--- src/rtl/alu_pkg.sv ---
// ---------------------------------------------------------------------------
// alu_pkg
// Shared definitions for the ALU and the blocks that drive it.
//   ALU_OP_W     : width of the ALU opcode field
//   OP_*         : ALU opcode encodings (1101 and 1111 are unused; the ALU
//                  returns 0 for them)
//   slot_state_t : occupancy of the one-entry result slot in the arbiter
// ---------------------------------------------------------------------------
package alu_pkg;

    localparam int ALU_OP_W = 4;

    localparam logic [ALU_OP_W-1:0] OP_ADD = 4'b0000;
    localparam logic [ALU_OP_W-1:0] OP_SUB = 4'b0001;
    localparam logic [ALU_OP_W-1:0] OP_SLL = 4'b0010;
    localparam logic [ALU_OP_W-1:0] OP_EQL = 4'b0011;
    localparam logic [ALU_OP_W-1:0] OP_SLT = 4'b0100;
    localparam logic [ALU_OP_W-1:0] OP_UGT = 4'b0101;
    localparam logic [ALU_OP_W-1:0] OP_ULT = 4'b0110;
    localparam logic [ALU_OP_W-1:0] OP_BP  = 4'b0111;
    localparam logic [ALU_OP_W-1:0] OP_XOR = 4'b1000;
    localparam logic [ALU_OP_W-1:0] OP_SGT = 4'b1001;
    localparam logic [ALU_OP_W-1:0] OP_LSR = 4'b1010;
    localparam logic [ALU_OP_W-1:0] OP_ASR = 4'b1011;
    localparam logic [ALU_OP_W-1:0] OP_OR  = 4'b1100;
    localparam logic [ALU_OP_W-1:0] OP_AND = 4'b1110;

    typedef enum logic {
        SLOT_EMPTY = 1'b0,
        SLOT_FULL  = 1'b1
    } slot_state_t;

endpackage

--- src/rtl/rr_arbiter.sv ---
// ---------------------------------------------------------------------------
// rr_arbiter
// Combinational round-robin priority picker. The search starts at index
// ptr_i and wraps. The first requesting index wins. All outputs are zero
// while en_i is low.
//   req_i     : request vector
//   ptr_i     : index with highest priority this cycle (must be < N)
//   en_i      : allow a grant
//   gnt_o     : one-hot grant
//   gnt_idx_o : encoded grant index (0 when no grant)
//   gnt_any_o : a grant is active
// ---------------------------------------------------------------------------
module rr_arbiter #(
    parameter int N     = 4,
    parameter int IDX_W = $clog2(N)
) (
    input  logic [N-1:0]     req_i,
    input  logic [IDX_W-1:0] ptr_i,
    input  logic             en_i,
    output logic [N-1:0]     gnt_o,
    output logic [IDX_W-1:0] gnt_idx_o,
    output logic             gnt_any_o
);

    // One spare bit so ptr + offset cannot overflow before the wrap.
    logic [IDX_W:0]   sum;
    logic [IDX_W-1:0] idx;
    logic             found;

    always_comb begin
        // NOTE: every combinational output gets a default first, so no path
        // through the block leaves a value unassigned and infers a latch.
        gnt_o     = '0;
        gnt_idx_o = '0;
        gnt_any_o = 1'b0;
        found     = 1'b0;
        sum       = '0;
        idx       = '0;
        if (en_i) begin
            for (int k = 0; k < N; k++) begin
                sum = {1'b0, ptr_i} + (IDX_W+1)'(k);
                if (sum >= (IDX_W+1)'(N)) begin
                    sum = sum - (IDX_W+1)'(N);
                end
                idx = sum[IDX_W-1:0];
                if (!found && req_i[idx]) begin
                    found      = 1'b1;
                    gnt_o[idx] = 1'b1;
                    gnt_idx_o  = idx;
                end
            end
            gnt_any_o = found;
        end
    end

endmodule

--- src/rtl/alu_share_arbiter.sv ---
// ---------------------------------------------------------------------------
// alu_share_arbiter
// Shares one external combinational ALU among NUM_REQ requesters. A
// round-robin grant steers the winner's operands to the ALU in the same
// cycle. alu_out is captured into a one-entry result slot and returned to
// that requester with valid/ready handshaking.
//   clk, rst   : clock (rising edge), asynchronous active-high reset
//   req_valid  : per-requester request valid
//   req_op_1/2 : packed operands, requester i at [i*DATA_W +: DATA_W]
//   req_alu_op : packed 4-bit opcodes, requester i at [i*4 +: 4]
//   req_ready  : one-hot grant; the request is accepted on valid & ready
//   alu_op_1/2 : operand drive to the ALU (0 when no grant)
//   alu_op     : opcode drive to the ALU (0 when no grant)
//   alu_out    : combinational ALU result
//   rsp_valid  : one-hot owner of the held result
//   rsp_data   : held result
//   rsp_ready  : per-requester response accept
//   op_count   : completed responses, wraps
// ---------------------------------------------------------------------------
module alu_share_arbiter
    import alu_pkg::*;
#(
    parameter int NUM_REQ = 4,
    parameter int DATA_W  = 32,
    parameter int CNT_W   = 16
) (
    input  logic                         clk,
    input  logic                         rst,
    input  logic [NUM_REQ-1:0]           req_valid,
    input  logic [NUM_REQ*DATA_W-1:0]    req_op_1,
    input  logic [NUM_REQ*DATA_W-1:0]    req_op_2,
    input  logic [NUM_REQ*ALU_OP_W-1:0]  req_alu_op,
    output logic [NUM_REQ-1:0]           req_ready,
    output logic [DATA_W-1:0]            alu_op_1,
    output logic [DATA_W-1:0]            alu_op_2,
    output logic [ALU_OP_W-1:0]          alu_op,
    input  logic [DATA_W-1:0]            alu_out,
    output logic [NUM_REQ-1:0]           rsp_valid,
    output logic [DATA_W-1:0]            rsp_data,
    input  logic [NUM_REQ-1:0]           rsp_ready,
    output logic [CNT_W-1:0]             op_count
);

    localparam int IDX_W = $clog2(NUM_REQ);

    slot_state_t        state_q, state_d;
    logic [NUM_REQ-1:0] rsp_valid_q, rsp_valid_d;
    logic [DATA_W-1:0]  rsp_data_q, rsp_data_d;
    logic [IDX_W-1:0]   holder_q, holder_d;
    logic [IDX_W-1:0]   rr_ptr_q, rr_ptr_d;
    logic [CNT_W-1:0]   op_count_q, op_count_d;

    logic               rsp_fire;
    logic               can_accept;
    logic [NUM_REQ-1:0] gnt;
    logic [IDX_W-1:0]   gnt_idx;
    logic               gnt_any;

    // Only the holder's rsp_ready matters. Other requesters' bits are ignored.
    assign rsp_fire   = (state_q == SLOT_FULL) && rsp_ready[holder_q];
    // Draining and refilling the slot in the same cycle gives full throughput.
    assign can_accept = (state_q == SLOT_EMPTY) || rsp_fire;

    // Grant is held off while reset is asserted so req_ready reads 0.
    rr_arbiter #(
        .N     (NUM_REQ),
        .IDX_W (IDX_W)
    ) u_rr_arbiter (
        .req_i     (req_valid),
        .ptr_i     (rr_ptr_q),
        .en_i      (can_accept && !rst),
        .gnt_o     (gnt),
        .gnt_idx_o (gnt_idx),
        .gnt_any_o (gnt_any)
    );

    // ---------------- slot FSM: state register ----------------
    always_ff @(posedge clk or posedge rst) begin
        if (rst) begin
            state_q <= SLOT_EMPTY;
        end else begin
            // NOTE: registers use non-blocking assignments so every flop
            // samples pre-edge values, independent of statement order.
            state_q <= state_d;
        end
    end

    // ---------------- slot FSM: next state ----------------
    always_comb begin
        state_d = state_q;
        case (state_q)
            SLOT_EMPTY: if (gnt_any) state_d = SLOT_FULL;
            SLOT_FULL:  if (rsp_fire && !gnt_any) state_d = SLOT_EMPTY;
            default:    state_d = SLOT_EMPTY;
        endcase
    end

    // ---------------- slot FSM: outputs ----------------
    always_comb begin
        req_ready = gnt;
        alu_op_1  = '0;
        alu_op_2  = '0;
        alu_op    = '0;
        if (gnt_any) begin
            alu_op_1 = req_op_1[gnt_idx*DATA_W +: DATA_W];
            alu_op_2 = req_op_2[gnt_idx*DATA_W +: DATA_W];
            alu_op   = req_alu_op[gnt_idx*ALU_OP_W +: ALU_OP_W];
        end
    end

    // ---------------- result slot, pointer and counter ----------------
    always_comb begin
        rsp_valid_d = rsp_valid_q;
        rsp_data_d  = rsp_data_q;
        holder_d    = holder_q;
        rr_ptr_d    = rr_ptr_q;
        op_count_d  = op_count_q;
        if (rsp_fire) begin
            op_count_d  = op_count_q + CNT_W'(1);
            rsp_valid_d = '0;
        end
        // A simultaneous accept overwrites the slot that was just drained.
        if (gnt_any) begin
            rsp_valid_d = gnt;
            rsp_data_d  = alu_out;
            holder_d    = gnt_idx;
            rr_ptr_d    = (gnt_idx == IDX_W'(NUM_REQ-1)) ? '0 : gnt_idx + IDX_W'(1);
        end
    end

    always_ff @(posedge clk or posedge rst) begin
        if (rst) begin
            rsp_valid_q <= '0;
            rsp_data_q  <= '0;
            holder_q    <= '0;
            rr_ptr_q    <= '0;
            op_count_q  <= '0;
        end else begin
            rsp_valid_q <= rsp_valid_d;
            rsp_data_q  <= rsp_data_d;
            holder_q    <= holder_d;
            rr_ptr_q    <= rr_ptr_d;
            op_count_q  <= op_count_d;
        end
    end

    assign rsp_valid = rsp_valid_q;
    assign rsp_data  = rsp_data_q;
    assign op_count  = op_count_q;

endmodule

--- config.mk ---
export PLATFORM = sky130hd
export DESIGN_NAME = alu_share_arbiter
export DESIGN_NICKNAME = d
export VERILOG_FILES = /design/src/rtl/alu_pkg.sv /design/src/rtl/rr_arbiter.sv /design/src/rtl/alu_share_arbiter.sv
export SDC_FILE = /design/constraint.sdc
export NUM_CORES = 1
export LEC_CHECK = 0
export ABC_AREA = 1
export CORE_AREA = 2 2 169 171
export CTS_CLUSTER_SIZE = 20
export DETAILED_ROUTE_END_ITERATION = 7
export DIE_AREA = 0 0 171 173
export PLACE_DENSITY_LB_ADDON = 0.05
export SLEW_MARGIN = 40
export SYNTH_ARGS = -nofsm -noshare
export SYNTH_HDL_FRONTEND = slang
export SYNTH_SLANG_ARGS = --single-unit
export TNS_END_PERCENT = 20
--- constraint.sdc ---
create_clock -name clk -period 5.5 [get_ports clk]
set_clock_uncertainty 0.15 [all_clocks]
set_input_delay 1.1 -clock clk [delete_from_list [all_inputs] [get_ports clk]]
set_output_delay 1.1 -clock clk [all_outputs]
set_load 0.02 [all_outputs]
==> Yosys cells after proc, flatten, opt, wreduce, memory -nomap -nowiden <==
Index checks and enable logic that the tools add are counted.
{ "word_totals": {"reg_bits": 57, "inputBits": 314, "output_inout_bits": 124, "wordCells": 109} }
{ "classes": {"n_addsub": 9, "magnitude_cmp": 13, "n_eq_ne": 1, "n_shift": 3, "muxes": 56, "bitwise_logic": 4, "reduce_logical": 17} }
{ "op_table": {"columns": ["cell", "n"], "rows": [
  ["128-bit by 8-bit variable part select with 32-bit output", 2],
  ["32-bit 2-to-1 mux", 2],
  ["4-bit 2-to-1 mux", 11],
  ["2-bit 2-to-1 mux", 14],
  ["1-bit 2-to-1 mux", 19],
  ["16-bit by 1-bit adder with 16-bit output (second input constant)", 1],
  ["16-bit by 5-bit variable part select with 4-bit output", 1],
  ["2-bit by 3-bit less-than comparator with 1-bit output (second input constant)", 5],
  ["4-bit OR", 3],
  ["1-bit binary-select mux with 2-bit select", 5],
  ["1-bit logical AND", 10],
  ["3-bit >= comparator (second input constant)", 3],
  ["1-bit demux with 2-bit select", 4],
  ["2-bit by 1-bit >= comparator with 1-bit output (second input constant)", 4],
  ["2-bit by 1-bit subtractor with 2-bit output (second input constant)", 4],
  ["2-bit by 2-bit adder with 3-bit output (second input constant)", 2],
  ["1-bit zero test", 5],
  ["2-bit by 1-bit adder with 3-bit output (second input constant)", 1],
  ["2-bit by 3-bit >= comparator with 1-bit output (second input constant)", 1],
  ["2-bit by 1-bit adder with 2-bit output (second input constant)", 1],
  ["2-bit equality test (second input constant)", 1],
  ["1-bit case mux with 2 select lines", 1],
  ["2-bit nonzero test", 1],
  ["1-bit logical OR", 1],
  ["1-bit inverter", 1]
]} }

==> Logic depth before layout (Yosys ltp) <==
Gate-level depths: netlist of run 1.
{ "logic_depth": {"depth_word": 26, "ltp_mapped": 17, "ltp_nobuf": 14} }

==> Modules after synthesis <==
A second synthesis of run 1 with hierarchy kept.
{ "hier_totals": {"hier_cells": 858, "area_unflattened_um2": 5231.3} }
{ "by_module_without_submodules": {"columns": ["mod", "n_inst", "cells_per_inst", "area_per_inst_um2", "seq_area_each_um2"], "rows": [
  ["alu_share_arbiter", 1, 768, 4690.7, 1426.4],
  ["rr_arbiter", 1, 90, 540.5, 0.0]
]} }

==> Least setup slack after synthesis of run 1 <==
Ideal clock, no wire load.
{ "synth_timing": {"path_type": "input-to-output", "from": "input req_valid[3]", "to": "output alu_op_1[12]", "arrival_time_ns": 2.425, "t_required_ns": 4.250, "slack_ns": 1.825, "stages": 14, "n_path_buf": 2, "cell_sequence": "inv_1 -> nand2_1 -> nand3_2 -> nand2_4 -> inv_4 -> nand3_2 -> nand2_1 -> nand2_1 -> nand2_2 -> a21oi_4 -> buf_4 -> buf_6 -> nand3_1 -> nand2_1"} }
{ "synth_via": {"elab_chain_len": 18, "elab_cells_between_ends": 29, "classes_between": "1 x shift; 22 x mux; 6 x reduce/logical"} }
{ "synth_lines": {"columns": ["element", "line_no", "source"], "rows": [
  ["start, declared", "alu_share_arbiter.sv:29", "input logic [NUM_REQ-1:0] req_valid,"],
  ["1-bit binary-select mux with 2-bit select", "rr_arbiter.sv:46", "if (!found && req_i[idx]) begin"],
  ["1-bit 2-to-1 mux (implied by the code)", "rr_arbiter.sv:46", null],
  ["1-bit 2-to-1 mux", "rr_arbiter.sv:46", null],
  ["1-bit 2-to-1 mux", "rr_arbiter.sv:39", "if (en_i) begin"],
  ["1-bit zero test", "rr_arbiter.sv:46", null],
  ["1-bit logical AND", "rr_arbiter.sv:46", null],
  ["1-bit 2-to-1 mux", "rr_arbiter.sv:46", null],
  ["1-bit 2-to-1 mux", "rr_arbiter.sv:39", null],
  ["[... 2 more ...]", null, null],
  ["1-bit 2-to-1 mux", "rr_arbiter.sv:46", null],
  ["1-bit 2-to-1 mux", "rr_arbiter.sv:39", null],
  ["1-bit zero test", "rr_arbiter.sv:46", null],
  ["1-bit logical AND", "rr_arbiter.sv:46", null],
  ["2-bit 2-to-1 mux", "rr_arbiter.sv:46", null],
  ["2-bit 2-to-1 mux", "rr_arbiter.sv:39", null],
  ["128-bit by 8-bit variable part select with 32-bit output", "alu_share_arbiter.sv:105", "alu_op_1 = req_op_1[gnt_idx*DATA_W +: DATA_W];"],
  ["32-bit 2-to-1 mux *", "alu_share_arbiter.sv:104", "if (gnt_any) begin"],
  ["end, declared", "alu_share_arbiter.sv:34", "output logic [DATA_W-1:0] alu_op_1,"]
]} }
Mark *: on every way between the ends. The rest lies on a longest branch, timed or not. The select of a mux whose other input is x is not followed.

==> Worst setup path in the final report of run 1 <==
{ "layout_timing": {"from": "input req_valid[3]", "to": "output alu_op_1[9]"} }
The elaborated chain is that of the path after synthesis.

==> results of run 1 <==
cell usage in the layout (no fill, tap or decap), drive strengths merged:
master	n
a21boi	1
a21oi	5
a31oi	1
buf	13
bufinv	1
clkbuf	9
clkdlybuf4s50	437
clkinv	2
dfrtp	57
diode	10
ha	9
inv	174
nand2	511
nand3	86
nand4	146
nor2	13
nor3	4
nor4	2
o21ai	4
xnor2	4
xor2	7
per-layer routing:
layer | vias up | routed length (um) | GRT usage (%)
met1 | 3747 | 13000 | 24.6
met2 | 305 | 15000 | 33.4
met5 | - | 9 | 0
li1 | 4246 | - | -
met3 | 54 | 2560 | 5.52
met4 | 2 | 1070 | 9.18
sequential cells by signal (all words and copies together) (netlist names):
| register | count |
|---|---|
| rsp_data | 32 |
| rsp_valid | 4 |
| state_q | 1 |
| op_count | 16 |
| holder_q | 2 |
| rr_ptr_q | 2 |
stage by stage:
stage | area [sq um] | setup slack (ns)
final | 11200 | 0.315
after global routing | 11200 | 0.0948
after CTS | 11200 | 0.324
after detailed placement | 10800 | 0.324
after global placement | 10800 | 0.352
after floorplan | 6260 | 1.83
where the power goes:
group,total (uW),switching [uW],leakage (uW),internal (uW)
clock,581,221,0.000153,360
combinational,5100,3170,0.00483,1930
sequential,703,118,0.000693,585
worst min-delay path, delay by kind of cell, from the launching register on:
family        cells  cell delay, ns
flops             1            0.34
simple gates      2            0.11
cells by family (layout without fill, tap and decap cells):
logic type,Yosys count,count (layout)
fa+ha+maj,9,9
compound gates,11,11
other cells,0,10
simple gates,762,762
xor+xnor,11,11
buf+inv,253,636
flops,57,57
area by class of cell:
cell class,count,share of cell area (%)
clock buffers,9,2.01
diodes,10,0.224
multi-input cells,793,33.3
clock inverters,7,0.761
flip-flops and latches,57,12.8
inverters,170,5.78
well taps,378,4.23
repair buffers,450,40.9
path summary, 6_finish.rpt:
check,end,slack (ns),cells after the start
hold reg to reg,rsp_data[23],0.33,2
min in group asynchronous,holder_q[1],1.08,2
hold / removal,rsp_data[23],0.33,2
setup / recovery,alu_op_1[9],0.31,15
setup reg to reg,rsp_data[1],2.50,12
max in group asynchronous,rr_ptr_q[1],3.25,3
==> results.md, run 1 <==
* I/O pin count at 438
* Mapped Cells at 1,103
* CP Max Fanout at 140
* Rows at 61
* Initial Util at 22.7%
* Syn nets at 1,426
* Clock Tree Root: clkbuf_16
* Ys flop type: dfrtp_1
* Fin. Hold Viols at 0
* Critical Path, Cell by Cell: clkdlybuf4s50_1, inv_1, nand2_1, nand3_2, nand2_4, nor2_4, nor2_1, nand2_4, nand3_4, buf_12, nand2_1, nand2_1, nand2_1, nand2_1, clkdlybuf4s50_1
* CTS tree: yes
* Largest net degree at the start of global routing at 141
* Vias at 8,354
* Synth Area in Simple Gates at 54.5%
* Synthesized flop and latch total at 57
* Clock sink count at 57
* Post-CTS setup repair buffer count at 0
* Complex-gate fraction of the synthesized area at 1.18%
* Cells after DPL at 1,848
* Share of post-route cells with drive strength above 1 at 3.63%
* Layout fillers at 2,995
* Fin Setup TNS at 0 ns
* Routed wire length at 31.6 mm
* Leak pwr at 0.00568 uW
* Async SR Flop Fraction at 100%
* Area occupied by multi-input gates at 3720 sq um
* Unrepaired setup endpoints after global routing: no
* DR WL/cell at 16.9 um
* Pwr per Cell Area at 571 nW/um^2
* Min-delay worst type: register to register
* Overflow after GRT at 0
* Fin cells at 1,874
* Worst Hold Margin at 0.327 ns
* Final period utilization at 94.3%
* Hold buffer count at cts at 0
* Tmin final at 5.19 ns
* Most common cell in the netlist: nand2_1
* Die width at 171 um
* CP dominant cell by count: nand2_1
* Critical Path RT at 4.25 ns
* IO buf count at 437
* Slew Limit Headroom at 52.8%
* # H-tree levels at 3
* Register area at 1430 sq um
* Hold Path Origin: rsp_data[23]
* CTS buffer count at 9
* First-pass GRT wire length at 47.1 mm
* Vias in the first global route at 7,892
* Fmax at 0.193 GHz
* Total core area at 27,600 sq um
* Top Family by Delay on Critical Path: buffers and inverters
* Largest family of logic cells by synthesized area: simple AND/OR/NAND/NOR gates
* Antenna Nets Post-Route at 0
* Synth Area in Adders at 1.80%
* Synth Area per Inst at 5.68 sq um
* Actual slew at the worst max-slew pin at 0.708 ns
* Reg clk slew, reported paths at 0.06 ns
* Cell taking the most area after synthesis: nand2_1
* # DRC at 0
* Yosys warning count at 0
* DIE AREA at 29,600 sq um
* Post-detail-place hpwl at 23.0 mm
* Total GRT Usage at 20.3%
* WP data arrival at 3.94 ns
* Die height at 173 um
* Number of synthesized flops with an enable pin at 0
* Share of the synthesized area in the top cell type at 30.1%
* Max_cap viols at 0
* Post-Synthesis Cell Area at 6260 sq um
* Sequential cell area fraction in the yosys report at 22.8%
* Post-Synth XOR/XNOR Area at 1.54%
* Crit path largest cell delay at 0.61 ns
* Post_cts resized at 0
* Crit. Startpoint: req_valid[3]
* Max stage delay cell, worst path: clkdlybuf4s50_1
* Mux cell area share after synthesis at 0%
* Layout net count at 1,804
* CTS max path bufs at 2
* Final core utilization at 40.5%
* P&R area growth vs syn at 78.6%
* RD Place Congestion at 0.868
* Worst Setup Start Kind: input port
* Max-slew violation count at 0
* Commonest cells post-synth: 502 x nand2_1, 164 x inv_1, 145 x nand4_1
* Tot Pwr at 6380 uW
* CP Class: input port to output port
* Worst flop-to-flop path startpoint: rr_ptr_q[1]
* Status: finished, final reports clean
* Peak supply drop at 0.000433 V
* TritonRoute pass-1 iters at 4
* Worst Path Buf+Inv at 4
* Clk_lat worst skew at 0.33 ns
* # setup viols final at 0
* Area contributors post-synth: nand2_1 30%, dfrtp_1 23%, nand4_1 14%, inv_1 9.8%, nand3_1 6.5%
* Initial DRC count at 521
* Library cells used by synthesis at 31
* Crit path capture type: output port
* Vias per inst at 4.46
* Initial antenna violation count at 11
Power figures use the tool's default switching activity.
==> run 2: changes to the inputs <==
CORE_AREA = 2 2 172 174   (was 2 2 169 171)
CTS_BUF_LIST = sky130_fd_sc_hd__clkbuf_4   (was unset)
DIE_AREA = 0 0 174 176   (was 0 0 171 173)
==> run 2 against run 1 <==
  * Largest power group unchanged
  * Cell count is 0.37% higher
  * Register-to-register slack improved by 0.38 ns
  * First-iteration DRC count down 12%
  * Fmax rose by 1.7%
  * Critical endpoint is now alu_op_1[30]
  * Highest routed layer is now met4
==> results.md, run 2 (synthesized netlist as in run 1, its figures left out) <==
* Status: finished, final reports clean
* Die height at 176 um (+1.7%)
* WP data arrival at 3.85 ns (-0.09 ns)
* Slew Limit Headroom at 64.3% (+11 points)
* # H-tree levels at 3 (unchanged)
* Worst Path Buf+Inv at 4 (unchanged)
* Vias per inst at 4.41 (-1.1%)
* Post-detail-place hpwl at 23.3 mm (+1.5%)
* Rows at 62 (+1.6%)
* Fin Setup TNS at 0 ns (unchanged)
* IO buf count at 437 (unchanged)
* RD Place Congestion at 0.849 (-2.2%)
* Clock Tree Root: clkbuf_4
* Max reg flops at 32 (unchanged)
* Worst Hold Margin at 0.324 ns (-0.00302 ns)
* DIE AREA at 30,600 sq um (+3.5%)
* Clk_lat worst skew at 0.43 ns (+0.10 ns)
* Initial DRC count at 457 (-12%)
* Seq pwr share at 11.2% (+0.2 points)
* Max stage delay cell, worst path: clkdlybuf4s50_1
* Leak pwr at 0.00564 uW (-0.65%)
* Post_cts resized at 0 (unchanged)
* Sw Ratio at 56.3% (+1.3 points)
* Clock sink count at 57 (unchanged)
* CTS buffer count at 9 (unchanged)
* Most common cell after layout, fill and taps aside: nand2_1
* Critical Path RT at 4.25 ns (about the same)
* Vias at 8,291 (-0.75%)
* Unrepaired setup endpoints after global routing: no
* Clock Power Share at 5.2% (-3.9 points)
* Peak supply drop at 0.000405 V (-6.4%)
* Pwr per Cell Area at 561 nW/um^2 (-1.7%)
* Max_cap viols at 0 (unchanged)
* Max-slew violation count at 0 (unchanged)
* Vias in the first global route at 8,093 (+2.5%)
* CTS max path bufs at 2 (unchanged)
* Post-route setup slack at 0.402 ns (+0.0870 ns)
* Fin. Hold Viols at 0 (unchanged)
* Crit path capture type: output port
* Layout fillers at 3,137 (+4.7%)
* Critical Path, Cell by Cell: clkdlybuf4s50_1, nand2_4, nand2_2, nand2_2, nand2_4, inv_4, nand4_2, nand2_4, buf_4, nand4_1, nand2_1, nand2_1, nand2_1, clkdlybuf4s50_1
* Fin cells at 1,881 (+0.37%)
* Reg clk slew, reported paths at 0.11 ns (+0.05 ns)
* I/O pin count at 438 (unchanged)
* TritonRoute pass-1 iters at 4 (unchanged)
* Setup WS pre-CTS at 0.342 ns (+0.0183 ns)
* Total GRT Usage at 19.7% (-0.56 points)
* Final period utilization at 92.7% (-1.6 points)
* Actual slew at the worst max-slew pin at 0.535 ns (-0.173 ns)
* # setup viols final at 0 (unchanged)
* CTS tree: yes
* Layout net count at 1,811 (+0.39%)
* Cells after DPL at 1,861 (+0.70%)
* Initial antenna violation count at 3 (-8)
* Hold buffer count at cts at 0 (unchanged)
* Worst Setup Start Kind: input port
* Most frequent cells in the layout: 502 x nand2_1, 437 x clkdlybuf4s50_1, 163 x inv_1
* # DRC at 0 (unchanged)
* Internal power at 2710 uW (-5.6%)
* Min-delay worst type: register to register
* First-pass GRT wire length at 47.8 mm (+1.4%)
* Overflow after GRT at 0 (unchanged)
* CP Max Fanout at 33 (-76%)
* Antenna Nets Post-Route at 0 (unchanged)
* CP Class: input port to output port
* Initial Util at 21.9% (-0.73 points)
* Total core area at 28,500 sq um (+3.3%)
* Fmax at 0.196 GHz (+1.7%)
* Post-CTS setup repair buffer count at 0 (unchanged)
* Top Family by Delay on Critical Path: buffers and inverters
* Gate power share at 83.5% (+3.6 points)
* Tmin final at 5.10 ns (-0.0870 ns)
* DR WL/cell at 16.8 um (about the same)
* Sw power at 3490 uW (-0.40%)
* P&R area growth vs syn at 76.7%
* Routed wire length at 31.7 mm (+0.30%)
* Die width at 174 um (+1.8%)
* Largest net degree at the start of global routing at 100 (-29%)
* Crit path largest cell delay at 0.61 ns (about the same)
* Share of post-route cells with drive strength above 1 at 4.09% (+0.45 points)
## run 2: metal layers
layer  GRT usage [%]  part of all wire, %  up-vias
met5               0                    0        -
met4            4.80                  1.9        0
met3            4.91                  6.7       29
met2            34.8                   50      289
met1            24.1                   42     3729
li1                -                    -     4244
## run 2: per-stage QoR
| step | instance area (sq um) | util (%) | total power [uW] |
|---|---|---|---|
| finish | 11100 | 38.8 | 6210 |
| global route | 11100 | 38.7 | 6710 |
| CTS | 11100 | 38.7 | 6290 |
| detailed placement | 10900 | 38.2 | 5940 |
| global placement | 10900 | 38.2 | 5970 |
| floorplan | 6260 | - | 3820 |
## run 2: layout make-up
type	instances	area, sq um	share of cell area, %
Timing Repair Buffer	457	4640	41.9
Multi-Input combinational cell	793	3720	33.7
Sequential cell	57	1430	12.9
Inverter	170	646	5.84
Tap cell	384	480	4.34
Clock buffer	11	82.6	0.746
Clock inverter	5	56.3	0.509
Antenna cell	4	10.0	0.0905
## run 2: power by group through the flow
stage | clock (uW) | sequential, uW | combinational [uW]
floorplan | 0 | 869 | 2950
finish | 326 | 698 | 5180
global placement | 0 | 702 | 5260
global route | 360 | 719 | 5630
CTS | 343 | 698 | 5250
detailed placement | 0 | 699 | 5240
## run 2: path summary, 6_finish.rpt
| check | startpoint | to | cells after the start | slack (ns) |
|---|---|---|---|---|
| worst max-delay path | req_valid[0] | alu_op_1[30] | 14 | 0.40 |
| worst min-delay path | op_count[15] | op_count[15] | 1 | 0.32 |
| worst max register to register | rr_ptr_q[1] | rr_ptr_q[0] | 11 | 2.88 |
| worst min register to register | op_count[15] | op_count[15] | 1 | 0.32 |
| max in group asynchronous | rst | rsp_data[9] | 3 | 3.37 |
| min in group asynchronous | rst | holder_q[0] | 2 | 0.96 |
==> run 3: changes to the inputs <==
CTS_BUF_LIST = sky130_fd_sc_hd__clkbuf_4 sky130_fd_sc_hd__clkbuf_8   (was sky130_fd_sc_hd__clkbuf_4)
==> run 3 against run 2 <==
  * Register-to-register slack hardly changed
  * Largest power group unchanged
  * Clock power is 25% higher
  * Fmax is 0.17% higher
  * Largest cell class unchanged
  * Die area stayed put
  * Setup slack better by 0.0086 ns
  * Sequential power hardly changed
  * First-iteration DRC count is 3.7% higher
  * Critical endpoint unchanged
==> results.md, run 3 (synthesized netlist as in run 1, its figures left out) <==
* Post-detail-place hpwl at 23.3 mm (unchanged)
* Initial DRC count at 474 (+3.7%)
* Crit path capture type: output port
* Max-slew violation count at 0 (unchanged)
* Max_cap viols at 0 (unchanged)
* Worst flop-to-flop path startpoint: rr_ptr_q[1]
* Vias per inst at 4.41 (about the same)
* Critical Path, Cell by Cell: clkdlybuf4s50_1, nand2_4, nand2_2, nand2_2, nand2_4, inv_4, nand4_2, nand2_4, buf_4, nand4_1, nand2_1, nand2_1, nand2_1, clkdlybuf4s50_1
* Worst Hold Margin at 0.320 ns (-0.00457 ns)
* Slew Limit Headroom at 64.2% (about the same)
* DIE AREA at 30,600 sq um (unchanged)
* Actual slew at the worst max-slew pin at 0.536 ns (+0.00152 ns)
* Fmax at 0.196 GHz (+0.17%)
* Min-delay worst type: register to register
* Vias in the first global route at 8,101 (+0.099%)
* Post_cts resized at 0 (unchanged)
* TritonRoute pass-1 iters at 4 (unchanged)
* Initial antenna violation count at 3 (unchanged)
* DR WL/cell at 16.9 um (+0.27%)
* Layout net count at 1,811 (unchanged)
* P&R area growth vs syn at 77.6%
* Clk_lat worst skew at 0.36 ns (-0.07 ns)
* IO buf count at 437 (unchanged)
* CTS max path bufs at 2 (unchanged)
* M3 GR Usage at 4.80% (-0.11 points)
* Die width at 174 um (unchanged)
* Fin Setup TNS at 0 ns (unchanged)
* Gate power share at 82.4% (-1.1 points)
* Unrepaired setup endpoints after global routing: no
* Worst Path Buf+Inv at 4 (unchanged)
* Top Family by Delay on Critical Path: buffers and inverters
* Clock sink count at 57 (unchanged)
* CTS buffer count at 9 (unchanged)
* Most common cell after layout, fill and taps aside: nand2_1
* Clock Tree Root: clkbuf_8
* Total GRT Usage at 19.8% (about the same)
* I/O pin count at 438 (unchanged)
* Most frequent cells in the layout: 502 x nand2_1, 437 x clkdlybuf4s50_1, 163 x inv_1
* Initial Util at 21.9% (unchanged)
* Max stage delay cell, worst path: clkdlybuf4s50_1
* CP Class: input port to output port
* Pwr per Cell Area at 566 nW/um^2 (+0.83%)
* Most used routing layer: met2
* # H-tree levels at 3 (unchanged)
* Crit path largest cell delay at 0.61 ns (about the same)
* First-pass GRT wire length at 47.8 mm (+0.10%)
* Met1 GRT Util at 24.1% (+0.040 points)
* Overflow after GRT at 0 (unchanged)
* Total core area at 28,500 sq um (unchanged)
* Internal power at 2790 uW (+2.7%)
* Tmin final at 5.09 ns (-0.00861 ns)
* Layout fillers at 3,127 (-0.32%)
* Post-CTS setup repair buffer count at 0 (unchanged)
* WP data arrival at 3.84 ns (about the same)
* Sw power at 3500 uW (+0.28%)
* # DRC at 0 (unchanged)
* Hold buffer count at cts at 0 (unchanged)
* # setup viols final at 0 (unchanged)
* Final period utilization at 92.5% (-0.16 points)
* Leak pwr at 0.00567 uW (+0.41%)
* Reg clk slew, reported paths at 0.08 ns (-0.03 ns)
* Seq pwr share at 11.1% (about the same)
* Sw Ratio at 55.7% (-0.58 points)
* Largest net degree at the start of global routing at 100 (unchanged)
* Max reg flops at 32 (unchanged)
* Critical Path RT at 4.25 ns (about the same)
* Met2 usage at 34.8% (-0.066 points)
* CTS tree: yes
* Status: finished, final reports clean
* Routed wire length at 31.8 mm (+0.22%)
* Vias at 8,287 (-0.048%)
* Antenna Nets Post-Route at 0 (unchanged)
* CP Max Fanout at 33 (unchanged)
* Peak supply drop at 0.000408 V (+0.69%)
* Clock Power Share at 6.5% (+1.3 points)
* Worst Setup Start Kind: input port
* RD Place Congestion at 0.849 (unchanged)
* Hold Path Origin: op_count[15]
* Crit. Startpoint: req_valid[0]
* Die height at 176 um (unchanged)
* Share of post-route cells with drive strength above 1 at 4.09% (unchanged)
* Rows at 62 (unchanged)
* Fin. Hold Viols at 0 (unchanged)
==> run 3: changes by cell type in the layout (fill, tap and decap cells not counted) <==
cell | before | now
clkbuf_4 | 11 | 2
clkbuf_8 | 0 | 9
diode_2 | 4 | 3
==> run 3: final timing paths <==
check	endpoint	cells past startpoint	slack, ns
max	alu_op_1[30]	14	0.41
min	op_count[15]	1	0.32
max reg2reg	rr_ptr_q[0]	11	2.88
min reg2reg	op_count[15]	1	0.32
max in group asynchronous	rsp_data[9]	3	3.29
min in group asynchronous	holder_q[1]	2	1.04
==> run 3: layer usage <==
layer,up-vias,part of all wire [%]
met2,283,50
met1,3731,42
met4,0,2.0
met3,32,6.4
li1,4241,-
met5,-,0
==> run 3: power groups by stage <==
stage / combinational [uW] / clock, uW / sequential (uW)
floorplan: 2950 / 0 / 869
global placement: 5260 / 0 / 702
detailed placement: 5240 / 0 / 699
CTS: 5250 / 429 / 699
global route: 5630 / 441 / 720
finish: 5180 / 407 / 699
==> run 3: stage by stage <==
| step | instances | power, uW | util, % | instance area, sq um | setup slack [ns] |
|---|---|---|---|---|---|
| 2_1_floorplan | 1103 | 3820 | - | 6260 | 1.83 |
| 3_3_place_gp | 1861 | 5970 | 38.2 | 10900 | 0.416 |
| 3_5_place_dp | 1861 | 5940 | 38.2 | 10900 | 0.342 |
| 4_1_cts | 1877 | 6370 | 38.9 | 11100 | 0.336 |
| 5_1_grt | 1880 | 6790 | 38.9 | 11100 | 0.144 |
| 6_report | 1880 | 6290 | 38.9 | 11100 | 0.410 |
==> run 3: cell type report <==
cell class,instances,area [sq um],share of cell area [%]
Multi-Input combinational cell,793,3720,33.5
Tap cell,384,480,4.32
Inverter,170,646,5.81
Sequential cell,57,1430,12.8
Clock inverter,5,56.3,0.506
Clock buffer,11,139,1.25
Timing Repair Buffer,457,4640,41.7
Antenna cell,3,7.51,0.0675
